--- config.mk ---
export PLATFORM = sky130hd
export DESIGN_NAME = uart_core
export DESIGN_NICKNAME = d
export VERILOG_FILES = /design/src/rtl/uart_pkg.sv /design/src/rtl/uart_rx_deser.sv /design/src/rtl/uart_core.sv
export SDC_FILE = /design/constraint.sdc
export NUM_CORES = 1
export LEC_CHECK = 0
export ABC_AREA = 0
export BUFFER_PORTS_ARGS = -buffer_cell sky130_fd_sc_hd__buf_2
export CORE_ASPECT_RATIO = 1.2
export CORE_MARGIN = 2
export CORE_UTILIZATION = 55
export CTS_BUF_LIST = sky130_fd_sc_hd__clkbuf_4 sky130_fd_sc_hd__clkbuf_8
export DETAILED_ROUTE_END_ITERATION = 10
export GPL_ROUTABILITY_DRIVEN = 0
export PLACE_DENSITY = 0.74
export SLEW_MARGIN = 5
export SYNTH_ARGS = -nofsm -noshare
export SYNTH_HDL_FRONTEND = slang
export SYNTH_SLANG_ARGS = --single-unit
export TNS_END_PERCENT = 5
--- constraint.sdc ---
create_clock -name clk -period 3.7 [get_ports clk]
set_clock_uncertainty 0.05 [all_clocks]
set_input_delay 0.37 -clock clk [delete_from_list [all_inputs] [get_ports clk]]
set_output_delay 0.37 -clock clk [all_outputs]
set_load 0.02 [all_outputs]
--- src/rtl/uart_pkg.sv ---
// Shared types and constants for the 8N1 UART transceiver.
package uart_pkg;

  typedef enum logic [1:0] {
    IDLE,
    START,
    DATA,
    STOP
  } state_t;

  localparam int DATA_BITS = 8;

  // Half a bit period in clock cycles: the mid-bit sampling offset.
  function automatic int half_bit(input int div16);
    return 8 * div16;
  endfunction

endpackage

--- src/rtl/uart_rx_deser.sv ---
// Receive path: rxd synchroniser, falling-edge detect, mid-bit sampler
// with false-start rejection, and stop-bit framing check.
module uart_rx_deser
  import uart_pkg::*;
#(
  parameter int DIV16 = 27
) (
  input  logic       clk,
  input  logic       rst,
  input  logic       rxd,
  output logic [7:0] data,
  output logic       fresh,
  output logic       frame_err
);

  localparam int BIT_CYC  = 16 * DIV16;
  localparam int HALF_BIT = half_bit(DIV16);
  localparam int CW       = $clog2(BIT_CYC);

  localparam logic [CW-1:0] BIT_END  = CW'(BIT_CYC - 1);
  localparam logic [CW-1:0] HALF_END = CW'(HALF_BIT - 1);
  localparam logic [2:0]    LAST_BIT = 3'(DATA_BITS - 1);

  logic          sync1;
  logic          rxs;
  logic          rxs_d;
  state_t        state;
  logic [CW-1:0] cnt;
  logic [2:0]    idx;
  logic [7:0]    sh;

  always_ff @(posedge clk or posedge rst) begin
    if (rst) begin
      sync1 <= 1'b1;
      rxs   <= 1'b1;
      rxs_d <= 1'b1;
    end else begin
      sync1 <= rxd;
      rxs   <= sync1;
      rxs_d <= rxs;
    end
  end

  always_ff @(posedge clk or posedge rst) begin
    if (rst) begin
      state     <= IDLE;
      cnt       <= '0;
      idx       <= '0;
      sh        <= '0;
      data      <= '0;
      fresh     <= 1'b0;
      frame_err <= 1'b0;
    end else begin
      fresh     <= 1'b0;
      frame_err <= 1'b0;
      case (state)
        IDLE: begin
          if (rxs_d && !rxs) begin
            cnt   <= '0;
            state <= START;
          end
        end
        START: begin
          if (cnt == HALF_END) begin
            cnt   <= '0;
            idx   <= '0;
            // Line back high at mid start bit: a glitch, not a frame.
            state <= rxs ? IDLE : DATA;
          end else begin
            cnt <= cnt + 1'b1;
          end
        end
        DATA: begin
          if (cnt == BIT_END) begin
            cnt <= '0;
            sh  <= {rxs, sh[7:1]};
            idx <= idx + 1'b1;
            if (idx == LAST_BIT) state <= STOP;
          end else begin
            cnt <= cnt + 1'b1;
          end
        end
        STOP: begin
          if (cnt == BIT_END) begin
            cnt   <= '0;
            state <= IDLE;
            if (rxs) begin
              data  <= sh;
              fresh <= 1'b1;
            end else begin
              frame_err <= 1'b1;
            end
          end else begin
            cnt <= cnt + 1'b1;
          end
        end
        default: state <= IDLE;
      endcase
    end
  end

endmodule

--- src/rtl/uart_core.sv ---
// 8N1 UART transceiver: inline transmitter plus the receive deserialiser.
// TX and RX share only the clock and reset.
module uart_core
  import uart_pkg::*;
#(
  parameter int    DIV16   = 27,
  localparam int   BIT_CYC = 16 * DIV16
) (
  input  logic       clk,
  input  logic       rst,
  input  logic [7:0] tx_data,
  input  logic       tx_data_valid,
  output logic       tx_data_ack,
  output logic       txd,
  output logic [7:0] rx_data,
  output logic       rx_data_fresh,
  output logic       rx_frame_err,
  input  logic       rxd
);

  localparam int CW = $clog2(BIT_CYC);

  localparam logic [CW-1:0] BIT_END  = CW'(BIT_CYC - 1);
  localparam logic [CW-1:0] ACK_AT   = CW'(BIT_CYC - 2);
  localparam logic [2:0]    LAST_BIT = 3'(DATA_BITS - 1);

  state_t        state;
  logic [CW-1:0] cnt;
  logic [2:0]    idx;
  logic [7:0]    sh;

  always_ff @(posedge clk or posedge rst) begin
    if (rst) begin
      state       <= IDLE;
      cnt         <= '0;
      idx         <= '0;
      sh          <= '0;
      txd         <= 1'b1;
      tx_data_ack <= 1'b0;
    end else begin
      tx_data_ack <= 1'b0;
      case (state)
        IDLE: begin
          if (tx_data_valid) begin
            sh    <= tx_data;
            txd   <= 1'b0;
            cnt   <= '0;
            idx   <= '0;
            state <= START;
          end
        end
        START: begin
          if (cnt == BIT_END) begin
            cnt   <= '0;
            txd   <= sh[0];
            state <= DATA;
          end else begin
            cnt <= cnt + 1'b1;
          end
        end
        DATA: begin
          if (cnt == BIT_END) begin
            cnt <= '0;
            if (idx == LAST_BIT) begin
              txd   <= 1'b1;
              state <= STOP;
            end else begin
              txd <= sh[1];
              sh  <= sh >> 1;
              idx <= idx + 1'b1;
            end
          end else begin
            cnt <= cnt + 1'b1;
          end
        end
        STOP: begin
          // Registered ack lands exactly on the last stop cycle.
          if (cnt == ACK_AT) tx_data_ack <= 1'b1;
          if (cnt == BIT_END) begin
            cnt   <= '0;
            state <= IDLE;
          end else begin
            cnt <= cnt + 1'b1;
          end
        end
        default: state <= IDLE;
      endcase
    end
  end

  uart_rx_deser #(
    .DIV16(DIV16)
  ) u_rx (
    .clk      (clk),
    .rst      (rst),
    .rxd      (rxd),
    .data     (rx_data),
    .fresh    (rx_data_fresh),
    .frame_err(rx_frame_err)
  );

endmodule

==> impl_metrics.py, run 1 <==
metrics = {
    "cts": {
        "clock_sinks": 59,
        "tritoncts": "yes",
        "clkSlewWorstSetupHoldPaths_ps": 70,
        "clk_path_buf_depth": 2,
        "cts_made_buffers": 9,
        "cts_resized": 0,
        "hold_buffers": 0,
        "clk_latency_ps": 350,
        "h-tree-depth": 3,
        "ctsRootBufferMaster": "clkbuf_8",
        "postCtsSetupRepairBufs": 0,
    },
    "worst_setup_path": {
        "endpoint_kind": "flip-flop",
        "required_ps": 3850,
        "crit_type": "flip-flop to flip-flop",
        "critPathLaunchType": "flip-flop",
        "cp.arrival_ps": 2760,
        "critPathMaxFanout": 23,
    },
    "logic_synthesis": {
        "avgSynthCellArea_um2": 11.0,
        "synth_ff_type": "dfrtp_1",
        "async_reset_ff_frac": 1.00,
        "netlist_area_um2": 3040,
        "synth_seq_cells": 59,
        "synth-seq-area-share": 0.488,
        "yosysUniqueCellTypes": 54,
        "synthesis.nets": 304,
        "synth_cells": 275,
        "synth_edf_count": 0,
        "yosys_warnings": 0,
    },
    "drt": {
        "via_count": 2154,
        "routed_wl_um": 5390,
        "wl_per_cell_um": 14.7,
        "first_pass_iters": 5,
        "drc_errors": 0,
        "ant_nets": 0,
        "via_per_inst": 5.89,
        "dr.first_iter.drc_count": 152,
    },
    "min_path": {
        "min_path_type": "input port to flip-flop",
    },
    "global_routing": {
        "grt_pass1_wl_um": 9540,
        "overflow": 0,
        "antenna_found_initial": 0,
        "grt_pass1_vias": 2161,
        "track_usage": 0.198,
        "grt_max_degree": 43,
    },
    "sta": {
        "max_freq_mhz": 383,
        "setup_viol": 0,
        "rsz0062_at_grt": "false",
        "setup_tns_ps": 0,
        "max_slew_margin": 0.346,
        "holdWs_ps": 74.0,
        "fin_crit_sh": 0.706,
        "hold_viol_final": 0,
        "final_max_slew_viol_count": 0,
        "worstMarginPinSlew_ps": 954,
        "fin_crit_ps": 2610,
    },
    "power": {
        "irDropWorstVdd_mv": 0.550,
        "pwr-share-seq": 0.386,
        "power.leakage_nw": 1.68,
        "p_int_mw": 1.39,
        "p_sw_frac": 0.374,
        "power_frac_comb": 0.347,
        "p_per_area_nw_per_um2": 658,
        "power.switching_mw": 0.833,
        "finalPower_mw": 2.22,
        "p_clk_frac": 0.267,
    },
    "placement": {
        "io_buffers": 23,
        "hpwl_um": 3690,
    },
    "floorplanning": {
        "core_area_um2": 5300,
        "ios": 24,
        "die_w_um": 71.8,
        "fp.dieH_um": 85.4,
        "fp-row-count": 29,
        "start_util": 0.573,
        "die_area_um2": 6130,
    },
    "cells_and_area": {
        "fin_nets": 328,
        "area_growth_pct": 11.2,
        "mostFrequentLayoutCell": "dfrtp_1",
        "drive_gt1_frac": 0.260,
        "antennaDiodeCount": 0,
        "mostFrequentLayoutCells": "55 x dfrtp_1, 23 x buf_2, 20 x inv_1",
    },
    "run": {
        "drv_cap": 0,
    },
    "outcome": {
        "status": "complete, no violations",
    },
}
[layer usage]
layer  share of wire  GRT usage
met1            0.44      0.238
met3           0.038     0.0451
met4           0.017     0.0943
met5               0          0
met2            0.50      0.334
[per-stage QoR]
| step | area, um^2 | std cells | utilization | worst slack [ps] |
|---|---|---|---|---|
| after global routing | 3380 | 366 | 0.637 | 802 |
| after floorplan | 3040 | 275 | - | 1830 |
| final | 3380 | 366 | 0.637 | 1090 |
| after global placement | 3180 | 350 | 0.599 | 1210 |
| after CTS | 3380 | 366 | 0.637 | 1090 |
| after detailed placement | 3180 | 350 | 0.599 | 1100 |
[sequential cells by signal, summed over array words and instances, names as in the netlist, 2 cells and up, named ones only]
signal and cells:
cnt 9, u_rx.cnt 9, sh 8, u_rx.data 8, u_rx.sh 8, idx 3, u_rx.idx 3, state 2
[worst max-delay path, stage by stage (launching register included)]
cell and delay, ps:
dfrtp_1 430, inv_1 120, ha_1 660, mux2i_1 510
a21oi_2 530, o32ai_1 160
[logic make-up after synthesis]
kind of cell / after synthesis / synth area share
muxes: 22 / 0.0803
and+or+nand+nor: 76 / 0.140
buffers and inverters: 32 / 0.0461
adders and majority gates: 17 / 0.0700
DFF: 59 / 0.488
xor gates and xnor gates: 5 / 0.0144
AOI/OAI and AO/OA: 64 / 0.161
[path summary, 6_finish.rpt]
kind,start,end,slack (ps),cells past startpoint
max,state[0],sh[7],1090,5
min,rxd,u_rx.sync1,70,1
max reg2reg,state[0],sh[7],1090,5
min in group asynchronous,rst,tx_data_ack,140,2
max in group asynchronous,rst,idx[1],2710,3
min reg2reg,u_rx.sync1,u_rx.rxs,310,0
[synth_stat cells (3+ instances only)]
library cell / count / area (um^2)
clkbuf_1: 6 / 22.5
a21o_1: 5 / 37.5
ha_1: 17 / 213
nand4_1: 3 / 18.8
mux2i_1: 3 / 30.0
a22o_1: 3 / 26.3
mux2_2: 19 / 214
a31oi_1: 11 / 68.8
nor3_1: 4 / 20.0
xor2_1: 5 / 43.8
nand2b_1: 4 / 25.0
a221oi_1: 5 / 43.8
inv_1: 21 / 78.8
o22a_1: 7 / 61.3
nand4b_1: 3 / 26.3
buf_4: 3 / 22.5
nand2_1: 16 / 60.1
dfrtp_1: 55 / 1380
dfstp_2: 4 / 105
a21oi_1: 3 / 15.0
or3_1: 4 / 25.0
nand3_1: 6 / 30.0
o21ai_0: 12 / 60.1
nor2_1: 18 / 67.6
and3_1: 3 / 18.8
[final cells by class]
| class | instances | area, um^2 |
|---|---|---|
| clock buffer | 9 | 124 |
| multi-input combinational | 184 | 1420 |
| sequential | 59 | 1480 |
| timing repair buffer | 24 | 123 |
| fill | 413 | 1920 |
| inverter | 21 | 78.8 |
| clock inverter | 7 | 77.6 |
| tap | 62 | 77.6 |
[power groups by stage]
stage / Sequential (mW) / Clock [mW] / Combinational (mW)
2_1_floorplan: 0.849 / 0 / 0.656
3_3_place_gp: 0.862 / 0 / 0.755
3_5_place_dp: 0.868 / 0 / 0.769
4_1_cts: 0.857 / 0.605 / 0.775
5_1_grt: 0.876 / 0.633 / 0.871
6_report: 0.859 / 0.593 / 0.772
No activity file was read; power rests on OpenSTA's default activity.
==> run 2, diff against run 1 <==
==> constraint.sdc (replaced) <==
create_clock -name clk -period 2.6 [get_ports clk]
set_clock_uncertainty 0.05 [all_clocks]
set_input_delay 0.26 -clock clk [delete_from_list [all_inputs] [get_ports clk]]
set_output_delay 0.26 -clock clk [all_outputs]
set_load 0.02 [all_outputs]
==> run 2 against run 1 <==
Effect of this change: non-clock buffer count up 3; first-iteration DRC count down 28%; sequential share of layout area fell by 0.64 points; global-route usage decreased by 0.20 points; largest cell class unchanged.
==> impl_metrics.py, run 2 (same netlist as run 1, synthesis figures left out) <==
metrics = {
    "outcome": {
        "status": "complete, no violations",
    },
    "cts": {
        "hold_buffers": 1,
        "postCtsSetupRepairBufs": 0,
        "clkSlewWorstSetupHoldPaths_ps": 70,
        "clock_sinks": 59,
        "ctsRootBufferMaster": "clkbuf_8",
        "cts_resized": 0,
        "clk_path_buf_depth": 2,
        "tritoncts": "yes",
        "h-tree-depth": 3,
        "cts_made_buffers": 9,
        "clk_latency_ps": 330,
    },
    "placement": {
        "io_buffers": 23,
        "postPlaceCellArea_um2": 3190,
        "hpwl_um": 3740,
        "place_ws_ps": 510,
    },
    "drt": {
        "dr.first_iter.drc_count": 109,
        "ant_nets": 0,
        "via_count": 2177,
        "wl_per_cell_um": 14.7,
        "routed_wl_um": 5440,
        "first_pass_iters": 4,
        "via_per_inst": 5.90,
        "drc_errors": 0,
    },
    "sta": {
        "final_max_slew_viol_count": 0,
        "hold_viol_final": 0,
        "max_freq_mhz": 472,
        "setup_tns_ps": 0,
        "fin_ws_ps": 479,
        "holdWs_ps": 68.5,
        "worstMarginPinSlew_ps": 709,
        "fin_crit_ps": 2120,
        "max_slew_margin": 0.527,
        "rsz0062_at_grt": "false",
        "fin_crit_sh": 0.816,
        "setup_viol": 0,
    },
    "global_routing": {
        "antenna_found_initial": 0,
        "track_usage": 0.196,
        "grt_pass1_wl_um": 9400,
        "overflow": 0,
        "grt_pass1_vias": 2148,
        "grt_max_degree": 60,
    },
    "cells_and_area": {
        "final_area_um2": 3430,
        "antennaDiodeCount": 0,
        "drive_gt1_frac": 0.264,
        "reg_top3": "cnt (9), u_rx.cnt (9)",
        "area_growth_pct": 12.9,
        "multi_input_area_um2": 1420,
        "fillers": 420,
        "mostFrequentLayoutCells": "55 x dfrtp_1, 23 x buf_2, 20 x inv_1",
        "regArea_um2": 1480,
        "fin_nets": 331,
        "mostFrequentLayoutCell": "dfrtp_1",
    },
    "worst_setup_path": {
        "reg2reg_depth": 4,
        "crit_type": "flip-flop to flip-flop",
        "critPathLaunchType": "flip-flop",
        "r2r_start": "u_rx.cnt[5]",
        "critPathMaxFanout": 13,
        "reg2reg_to": "u_rx.cnt[0]",
        "rrSetupSlack_ps": 480,
        "cp.arrival_ps": 2290,
        "required_ps": 2770,
        "endpoint_kind": "flip-flop",
    },
    "run": {
        "drv_cap": 0,
    },
    "floorplanning": {
        "die_area_um2": 6130,
        "core_area_um2": 5300,
        "ios": 24,
        "fp.dieH_um": 85.4,
        "start_util": 0.573,
        "die_w_um": 71.8,
        "fp-row-count": 29,
    },
    "power": {
        "pwr-share-seq": 0.370,
        "p_per_area_nw_per_um2": 964,
        "finalPower_mw": 3.30,
        "power.leakage_nw": 1.70,
        "p_clk_frac": 0.284,
        "irDropWorstVdd_mv": 0.731,
        "p_sw_frac": 0.358,
        "power_frac_comb": 0.346,
        "power.switching_mw": 1.18,
        "p_int_mw": 2.12,
    },
    "min_path": {
        "min_path_type": "input port to async pin",
    },
}
[run 2: changes by cell type in the layout (fill, tap and decap cells not counted), sizes merged]
cell / change
clkbuf: +1
dlygate4sd3: +1
clkinvlp: +1
clkinv: -2
bufinv: +1
buf: +2
inv: -1
[run 2: cell type report]
class | count | area share
Multi-Input combinational cell | 184 | 0.413
Tap cell | 62 | 0.0226
Sequential cell | 59 | 0.432
Clock inverter | 6 | 0.0259
Inverter | 21 | 0.0230
Timing Repair Buffer | 27 | 0.0431
Clock buffer | 10 | 0.0402
[run 2: worst max path at each step]
stage                            from            to  slack (ps)
after floorplan           u_rx.cnt[0]  u_rx.data[0]         820
after global placement    u_rx.cnt[5]   u_rx.cnt[0]         550
after detailed placement  u_rx.cnt[5]   u_rx.cnt[0]         510
after CTS                 u_rx.cnt[5]   u_rx.cnt[0]         500
after global routing      u_rx.cnt[0]  u_rx.data[5]         300
final                     u_rx.cnt[5]   u_rx.cnt[0]         480
[run 2: critical path: stages, from the launching register on]
cell and delay, ps:
dfrtp_1 440, or4b_1 540, o21ai_2 490, a21oi_1 190, mux2_2 300
[run 2: power groups by stage]
stage | logic (mW) | registers (mW) | clock network, mW
global placement | 1.10 | 1.23 | 0
CTS | 1.15 | 1.22 | 0.957
detailed placement | 1.14 | 1.24 | 0
global route | 1.28 | 1.24 | 0.994
finish | 1.14 | 1.22 | 0.937
floorplan | 0.934 | 1.21 | 0
[run 2: stage by stage]
| stage | utilization | std cells |
|---|---|---|
| 6_report | 0.647 | 369 |
| 5_1_grt | 0.647 | 369 |
| 4_1_cts | 0.647 | 369 |
| 3_5_place_dp | 0.602 | 352 |
| 3_3_place_gp | 0.602 | 352 |
| 2_1_floorplan | - | 275 |
[run 2: layer usage]
layer	vias to the layer above	part of all wire	global-route usage
met4	0	0.024	0.0823
met5	-	0	0
met1	1073	0.44	0.237
li1	1056	-	-
met2	36	0.51	0.330
met3	12	0.029	0.0511
==> run 3, diff against run 2 <==
--- a/config.mk
+++ b/config.mk
@@ -5,7 +5,7 @@
 export SDC_FILE = /design/constraint.sdc
 export NUM_CORES = 1
 export LEC_CHECK = 0
-export ABC_AREA = 0
+export ABC_AREA = 1
 export BUFFER_PORTS_ARGS = -buffer_cell sky130_fd_sc_hd__buf_2
 export CORE_ASPECT_RATIO = 1.2
 export CORE_MARGIN = 2
==> constraint.sdc (replaced) <==
create_clock -name clk -period 2.15 [get_ports clk]
set_clock_uncertainty 0.05 [all_clocks]
set_input_delay 0.215 -clock clk [delete_from_list [all_inputs] [get_ports clk]]
set_output_delay 0.215 -clock clk [all_outputs]
set_load 0.02 [all_outputs]
==> run 3 against run 2 <==
Effect of this change: total power rose by 26%; sequential share of layout area fell by 2.4 points; hold slack got worse by 15 ps; count of clock-buffer cells in the layout fell by 1; die area rose by 4.2%; cell area rose by 5.8%; critical path depth rose by 6; setup slack got worse by 150 ps; critical endpoint is now cnt[4]; largest cell class unchanged.
==> impl_metrics.py, run 3 <==
metrics = {
    "sta": {
        "setup_viol": 0,
        "holdWs_ps": 53.1,
        "max_slew_margin": 0.683,
        "worstMarginPinSlew_ps": 474,
        "fin_ws_ps": 327,
        "hold_viol_final": 0,
        "setup_tns_ps": 0,
        "final_max_slew_viol_count": 0,
        "fin_crit_sh": 0.848,
        "rsz0062_at_grt": "false",
        "fin_crit_ps": 1820,
        "max_freq_mhz": 549,
    },
    "drt": {
        "dr.first_iter.drc_count": 141,
        "first_pass_iters": 4,
        "drc_errors": 0,
        "routed_wl_um": 5480,
        "ant_nets": 0,
        "via_per_inst": 5.07,
        "via_count": 2386,
        "wl_per_cell_um": 11.6,
    },
    "floorplanning": {
        "fp.dieH_um": 87.2,
        "core_area_um2": 5630,
        "start_util": 0.563,
        "die_area_um2": 6390,
        "die_w_um": 73.3,
        "ios": 24,
        "fp-row-count": 30,
    },
    "power": {
        "p_per_area_nw_per_um2": 1150,
        "finalPower_mw": 4.18,
        "irDropWorstVdd_mv": 1.02,
        "power.leakage_nw": 1.87,
    },
    "min_path": {
        "worstHoldStart": "tx_data[7]",
        "min_path_type": "input port to flip-flop",
    },
    "worst_setup_path": {
        "cp.arrival_ps": 1990,
        "required_ps": 2310,
        "r2r_start": "state[0]",
        "crit_type": "flip-flop to flip-flop",
        "critPathLaunchType": "flip-flop",
        "endpoint_kind": "flip-flop",
        "critPathMaxFanout": 5,
        "startpoint": "state[0]",
    },
    "logic_synthesis": {
        "synth_seq_cells": 59,
        "synth_top_cell_by_area": "dfrtp_1",
        "synth_cells": 368,
        "synth_ff_type": "dfrtp_1",
        "yosysMostFrequentCell": "nand2_1",
        "yosysUniqueCellTypes": 37,
        "yosysTopAreaCellShare": 0.434,
        "netlist_area_um2": 3170,
        "synthesis.nets": 397,
        "synth_area_leaders": "dfrtp_1 43%, nand2_1 13%, o21ai_2 6.9%",
        "synthTopCellsByCount": "113 x nand2_1, 55 x dfrtp_1, 38 x inv_1",
        "synth-seq-area-share": 0.467,
        "async_reset_ff_frac": 1.00,
        "yosys_warnings": 0,
        "avgSynthCellArea_um2": 8.62,
        "synth_edf_count": 0,
    },
    "cells_and_area": {
        "mostFrequentLayoutCell": "nand2_1",
        "utilization": 0.644,
        "reg_top3": "cnt (9), u_rx.cnt (9)",
        "final_area_um2": 3630,
        "area_growth_pct": 14.3,
        "drive_gt1_frac": 0.236,
        "fin_nets": 431,
        "final-instance-count-excl-fill": 471,
        "antennaDiodeCount": 0,
        "mostFrequentLayoutCells": "113 x nand2_1, 55 x dfrtp_1, 37 x inv_1",
    },
    "placement": {
        "dp_cells": 453,
        "postPlaceCellArea_um2": 3360,
        "hpwl_um": 3800,
        "place_ws_ps": 381,
        "io_buffers": 23,
    },
    "outcome": {
        "status": "complete, no violations",
    },
    "global_routing": {
        "track_usage": 0.198,
        "overflow": 0,
        "grt_pass1_wl_um": 9790,
        "grt_max_degree": 39,
        "grt_pass1_vias": 2317,
        "antenna_found_initial": 0,
    },
    "run": {
        "drv_cap": 0,
    },
    "cts": {
        "clk_path_buf_depth": 2,
        "ctsRootBufferMaster": "clkbuf_8",
        "tritoncts": "yes",
        "clkSlewWorstSetupHoldPaths_ps": 70,
        "clock_sinks": 59,
        "postCtsSetupRepairBufs": 0,
        "clk_latency_ps": 350,
        "cts_made_buffers": 9,
        "h-tree-depth": 3,
    },
}
## run 3: cell types whose count changed in the layout (fill, tap and decap cells not counted), sizes merged, moves of 7 or more
cell / delta
mux2: -19
nand3: +19
inv: +21
a31oi: -11
o22a: -7
o21ai: +25
nand2: +107
## run 3: logic make-up after synthesis
logic type,share of synthesized area
xor gates and xnor gates,0.0193
buffers and inverters,0.0718
and+or+nand+nor,0.276
adders and majority gates,0.0671
DFF,0.467
AOI/OAI and AO/OA,0.0990
## run 3: layer usage
metal,routed length (um),GRT usage,up-vias,share of wire
met1,2450,0.228,1104,0.45
met3,206,0.0567,13,0.038
li1,-,-,1229,-
met4,128,0.0876,0,0.023
met2,2690,0.340,40,0.49
met5,0,0,-,0
## run 3: area by class of cell
cell class / count / area (um^2)
clock buffer: 9 / 124
tap: 64 / 80.1
sequential: 59 / 1480
fill: 457 / 2000
timing repair buffer: 31 / 193
clock inverter: 7 / 124
inverter: 42 / 161
multi-input combinational: 259 / 1460
## run 3: timing repair
| action | 4_1_cts | 5_1_grt |
|---|---|---|
| hold buffers | 2 | 0 |
| gates resized for setup | 0 | 0 |
| endpoints found under the setup margin | 0 | 0 |
| endpoints found under the hold margin | 22 | 0 |
## run 3: worst max-delay path, stage by stage (launching register included)
cell and delay (ps):
dfrtp_1 430, inv_1 120, ha_1 150, inv_1 50
nor2_1 230, inv_1 140, nand2_1 110, nor2_1 50
or2_2 260, nand2_1 60, nor2_1 40
## run 3: worst paths after layout
kind | endpoint | slack, ps | cells past startpoint
worst max-delay path | cnt[4] | 330 | 10
worst min-delay path | sh[7] | 50 | 3
worst max register to register | cnt[4] | 330 | 10
worst min register to register | u_rx.rxs | 310 | 0
max in group asynchronous | u_rx.sync1 | 1040 | 4
min in group asynchronous | u_rx.data[5] | 370 | 3
## run 3: power breakdown
part | internal, mW | switching [mW]
combinational | 0.517 | 0.934
clock | 0.779 | 0.485
sequential | 1.31 | 0.150
total | 2.61 | 1.57
